<file path="config.mk">
export PLATFORM = sky130hd
export DESIGN_NAME = rate_unloader
export DESIGN_NICKNAME = d
export VERILOG_FILES = /design/src/rtl/shake_pkg.sv /design/src/rtl/regn.sv /design/src/rtl/rate_unloader.sv
export SDC_FILE = /design/constraint.sdc
export NUM_CORES = 2
export LEC_CHECK = 0
export BUFFER_PORTS_ARGS = -buffer_cell sky130_fd_sc_hd__buf_2
export CAP_MARGIN = 20
export CORE_AREA = 8 8 551 553
export DETAILED_ROUTE_END_ITERATION = 6
export DIE_AREA = 0 0 559 561
export GPL_ROUTABILITY_DRIVEN = 0
export MAX_ROUTING_LAYER = met4
export PLACE_DENSITY = 0.45
export SLEW_MARGIN = 20
export SYNTH_ARGS = -nofsm -noshare
export SYNTH_HDL_FRONTEND = slang
export SYNTH_SLANG_ARGS = --single-unit
export TNS_END_PERCENT = 1
</file>
<file path="constraint.sdc">
create_clock -name clk -period 1.48 [get_ports clk]
set_input_delay 0.296 -clock clk [delete_from_list [all_inputs] [get_ports clk]]
set_output_delay 0.296 -clock clk [all_outputs]
set_load 0.02 [all_outputs]
</file>
<file path="src/rtl/shake_pkg.sv">
`default_nettype none
// ============================================================================
//  Module      : shake_pkg
//  Description : Shared constants and types for the SHAKE sponge datapath.
//  Revision    : 1.0 - initial release
// ============================================================================
package shake_pkg;

   // Width of one Keccak lane / output word
   localparam int WORD_W = 64;

   // Rate sizes in words for the two SHAKE variants
   localparam int SHAKE128_RATE_WORDS = 21;
   localparam int SHAKE256_RATE_WORDS = 17;

   // Rate unloader control states
   typedef enum logic [0:0] {
      IDLE   = 1'b0,
      STREAM = 1'b1
   } unl_state_e;

endpackage
`default_nettype wire

</file>
<file path="src/rtl/regn.sv">
`default_nettype none
// ============================================================================
//  Module      : regn
//  Description : Generic enabled register with synchronous reset to INIT.
//  Revision    : 1.0 - initial release
// ============================================================================
module regn #(
   parameter int               WIDTH = 8,
   parameter logic [WIDTH-1:0] INIT  = '0
) (
   input  logic             clk,
   input  logic             rst,
   input  logic             en_i,
   input  logic [WIDTH-1:0] data_i,
   output logic [WIDTH-1:0] q_o
);

   logic [WIDTH-1:0] data_q;

   // Hold value unless enabled; reset returns to INIT
   always_ff @(posedge clk) begin
      if (rst) begin
         data_q <= INIT;
      end else if (en_i) begin
         data_q <= data_i;
      end
   end

   assign q_o = data_q;

endmodule
`default_nettype wire

</file>
<file path="src/rtl/rate_unloader.sv">
`default_nettype none
// ============================================================================
//  Module      : rate_unloader
//  Description : Parallel-in / serial-out squeeze reader. Captures one rate
//                block in a single load handshake and streams it out one word
//                per ready/valid beat, least-significant word first.
//  Revision    : 1.0 - initial release
// ============================================================================
module rate_unloader
   import shake_pkg::*;
#(
   parameter int WORD_W    = shake_pkg::WORD_W,
   parameter int MAX_WORDS = shake_pkg::SHAKE128_RATE_WORDS
) (
   input  logic                             clk,
   input  logic                             rst,
   input  logic                             load_valid,
   output logic                             load_ready,
   input  logic [MAX_WORDS*WORD_W-1:0]      load_data,
   input  logic [$clog2(MAX_WORDS+1)-1:0]   load_words,
   output logic                             out_valid,
   input  logic                             out_ready,
   output logic [WORD_W-1:0]                out_data,
   output logic                             out_last,
   output logic                             busy
);

   localparam int                 c_CNT_W   = $clog2(MAX_WORDS + 1);
   localparam int                 c_BUF_W   = MAX_WORDS * WORD_W;
   localparam logic [c_CNT_W-1:0] c_MAX_CNT = c_CNT_W'(MAX_WORDS);
   localparam logic [c_CNT_W-1:0] c_ONE     = c_CNT_W'(1);
   localparam logic [c_CNT_W-1:0] c_TWO     = c_CNT_W'(2);

   unl_state_e         state_q;
   logic [c_CNT_W-1:0] remaining_q;
   logic               out_valid_q;
   logic               out_last_q;

   logic [c_BUF_W-1:0] buf_q;
   logic [c_BUF_W-1:0] buf_d;

   logic               w_load_hs;
   logic               w_beat;
   logic [c_CNT_W-1:0] w_sat_cnt;

   // Load side is only open in IDLE and is held shut while reset is asserted
   assign load_ready = (state_q == IDLE) && !rst;
   assign w_load_hs  = load_valid && load_ready;
   assign w_beat     = out_valid_q && out_ready;

   // Requests larger than the buffer are clipped to the buffer size
   assign w_sat_cnt  = (load_words > c_MAX_CNT) ? c_MAX_CNT : load_words;

   // A load overwrites the buffer; a beat drops the word just consumed
   assign buf_d      = w_load_hs ? load_data : (buf_q >> WORD_W);

   regn #(
      .WIDTH (c_BUF_W),
      .INIT  ({c_BUF_W{1'b0}})
   ) u_buf (
      .clk    (clk),
      .rst    (rst),
      .en_i   (w_load_hs || w_beat),
      .data_i (buf_d),
      .q_o    (buf_q)
   );

   // Control FSM: state, word counter and registered valid/last flags
   always_ff @(posedge clk) begin
      if (rst) begin
         state_q     <= IDLE;
         remaining_q <= '0;
         out_valid_q <= 1'b0;
         out_last_q  <= 1'b0;
      end else begin
         case (state_q)
            IDLE: begin
               if (load_valid) begin
                  remaining_q <= w_sat_cnt;
                  // An empty block is consumed without producing any output
                  if (w_sat_cnt != '0) begin
                     state_q     <= STREAM;
                     out_valid_q <= 1'b1;
                     out_last_q  <= (w_sat_cnt == c_ONE);
                  end
               end
            end
            STREAM: begin
               if (out_ready) begin
                  remaining_q <= remaining_q - c_ONE;
                  // Next word is the final one when two were outstanding
                  out_last_q  <= (remaining_q == c_TWO);
                  if (remaining_q == c_ONE) begin
                     state_q     <= IDLE;
                     out_valid_q <= 1'b0;
                  end
               end
            end
            default: begin
               state_q     <= IDLE;
               out_valid_q <= 1'b0;
               out_last_q  <= 1'b0;
            end
         endcase
      end
   end

   assign out_valid = out_valid_q;
   assign out_last  = out_last_q;
   assign out_data  = buf_q[WORD_W-1:0];
   assign busy      = (state_q == STREAM);

endmodule
`default_nettype wire

</file>
==> results.ini <==
[min_path]
min_to=u_buf.q_o[72]
worstHoldPathCells=5
min_from=out_ready
hold_class=input pin to register

[floorplan]
die_w_um=559
die_area_mm2=0.314
die_y_um=561
core_mm2=0.295
io_pins=1421
start_util_pct=20.1
num_rows=200

[setup_path]
critical_path_class=register to register
cp-start-kind=register
critPathMaxStageDelay_ns=0.42
critical-path-top-delay-family=buffers and inverters
critical_path.endpoint_type=register
critPathRequiredTime_ns=2.18
crit_fanout=41
path_buf_inv=2
critical_path.cell_chain=and2_4 -> buf_16 -> buf_12 -> nand2_1 -> a311oi_1
reg2reg_slack_ns=-0.47
crit_slowest_cell=dfxtp_4
r2r-end=u_buf.q_o[643]
cp.arrival_ns=2.65
r2r_start=out_valid
reg2reg_depth=5

[sta]
drv_slew=0
rsz0062_at_grt=yes
max_slew_margin_pct=51.4
fin_crit_ns=1.95
max_freq_mhz=513
setup_slack_ns=-0.471
whs_ns=0.135
clock_skew_ns=0.0548
tightestPinTransition_ns=0.729
hold_violations=0
setup_viol=1418
fin_crit_sh_pct=132

[layout]
drive_above_1_share_pct=26.9
final_util_pct=32.4
syn_to_final_growth_pct=61.4
nets=11500
design_area_mm2=0.0956

[logic_synthesis]
yosys-top-cells-count=2,610 x nand2_1, 1,352 x dfxtp_1, 1,290 x nor2_1
synth-seq-area-share_pct=45.7
synth_most_common_cell=nand2_1
synth_edf_count=0
synthDistinctLibCells=34
synth_cells=7481
synth_nets=8837
async_reset_ff_share_pct=0
yosysWarnings=0
synth_area_mm2=0.0592
synth_flop_cell=dfxtp_1
avgSynthCellArea_um2=7.92
synth_area_leaders=dfxtp_1 46%, nand2_1 17%, a311oi_1 16%
yosys_register_bits=1352
post-synth-top-area-cell=dfxtp_1
yosysTopAreaCellShare_pct=45.7

[power]
leakage_nw=36.1
ir_drop_uv=1040
power_density_mw_per_mm2=1060

[run]
drv.max_cap_violation_count=0

[placement]
placed_cell_area_mm2=0.0726
pre_cts_slack_ns=-0.504
hpwl_um=265000
numPortBuffers=1420

[drt]
drt_iter0_markers=5993
first_pass_iters=7
ant_nets=0
drc=2
wire_per_inst_um=24.5
vias=68000
viasPerCell=4.76
drt_wl_total_um=350000

[global_routing]
antenna_found_initial=99
grtUsageTotal_pct=21.3
grt_pass1_vias=67700
grt_overflow=0
grt_max_degree=101
grt_pass1_wl_um=484000

[clocking]
cts_tree=built
clk_latency_ns=0.83
numCtsBuffers=170
h-tree-depth=4
root_buffer=clkbuf_16
path_clk_slew_ns=0.06
cts_buffer_depth=4
cts_sinks=1352

[run_status]
violations=design-rule violations, negative setup slack
status=finished, violations left

[stage by stage]
| stage | power, W | cells | setup TNS (ns) |
|---|---|---|---|
| final | 0.102 | 14300 | -421.02 |
| after global routing | 0.105 | 14300 | -509.40 |
| after CTS | 0.102 | 14200 | -450.95 |
| after detailed placement | 0.0555 | 12500 | -472.96 |
| after global placement | 0.0554 | 12500 | -448.06 |
| after floorplan | 0.0481 | 7481 | -0.0208 |
[final cells by class]
cell class	count	area, um2
Inverter	5	18.8
Multi-Input combinational cell	5324	30000
Timing Repair Buffer	3308	27800
Clock buffer	253	5010
Clock inverter	43	546
Antenna cell	62	155
Fill cell	30600	199000
Sequential cell	1352	27100
Tap cell	3939	4930
[kinds of logic after synthesis]
logic type,share of synthesized area [%]
AND/OR/NAND/NOR,25.2
adder cells (fa/ha/maj),0.0634
AO/OA/AOI/OAI,22.0
buffers and inverters,6.97
flip-flops,45.7
multiplexers,0.0169
[sequential cells by signal, summed over array words and instances, names as in the netlist]
register	cells
u_buf.q_o	1344
remaining_q	5
busy	1
out_last	1
out_valid	1
[worst register-to-register path: cells and delay by family, from the launching register on]
kind | cells | cell delay [ns]
AOI/OAI and AO/OA | 1 | 0.27
buffers and inverters | 2 | 0.64
DFF | 1 | 0.42
and+or+nand+nor | 2 | 0.49
[power by group]
group | internal, W | leakage [nW] | switching [W]
Clock | 0.0248 | 2.73 | 0.0174
Combinational | 0.00850 | 22.3 | 0.00918
Sequential | 0.0391 | 11.1 | 0.00261
Total | 0.0725 | 36.1 | 0.0292
[worst max path at each step]
stage,startpoint,to,cells after the start
final,out_valid,u_buf.q_o[643],5
after global routing,out_valid,u_buf.q_o[68],6
after global placement,out_valid,u_buf.q_o[846],6
after floorplan,rst,load_ready,5
after detailed placement,out_valid,u_buf.q_o[407],6
after CTS,out_valid,out_valid,3
[what timing repair did]
| action | 4_1_cts | 5_1_grt |
|---|---|---|
| hold buffers | 1354 | 0 |
| pin swaps | 63 | 82 |
| cloned | 17 | 13 |
| endpoints found under the setup margin | 1415 | 1419 |
| setup buffers | 26 | 4 |
| endpoints found under the hold margin | 1352 | 0 |
| resized for setup | 195 | 346 |
[placed cells by master, fill, tap and decap left out, types with 4 or more instances in the layout]
cell type	synthesis	final
a311oi_2	208	482
inv_6	0	6
buf_16	0	31
dfxtp_1	1352	1341
clkbuf_1	374	42
buf_4	148	272
clkinv_2	0	19
dfxtp_4	0	8
a21oi_1	46	46
nor3_1	6	5
buf_8	1	18
nand2_2	2	39
buf_6	37	64
a311oi_1	1073	799
o21ai_0	4	4
diode_2	0	62
buf_2	209	1407
dlygate4sd3_1	0	1354
clkbuf_8	0	38
nor2_1	1290	1287
nand3_1	43	43
a22o_1	23	23
bufinv_16	0	8
nand2_4	0	11
inv_1	4	4
bufbuf_16	0	6
buf_12	0	146
nand2_1	2610	2560
clkbuf_16	0	183
[routing by layer]
layer | GRT usage (%) | vias to the layer above | part of all wire [%]
li1 | - | 31500 | -
met1 | 25.8 | 32800 | 41
met2 | 35.0 | 3035 | 47
met3 | 2.69 | 745 | 5.4
met4 | 10.4 | 0 | 5.8
met5 | - | - | 0
Note: power is estimated with default switching activity, not from simulation.
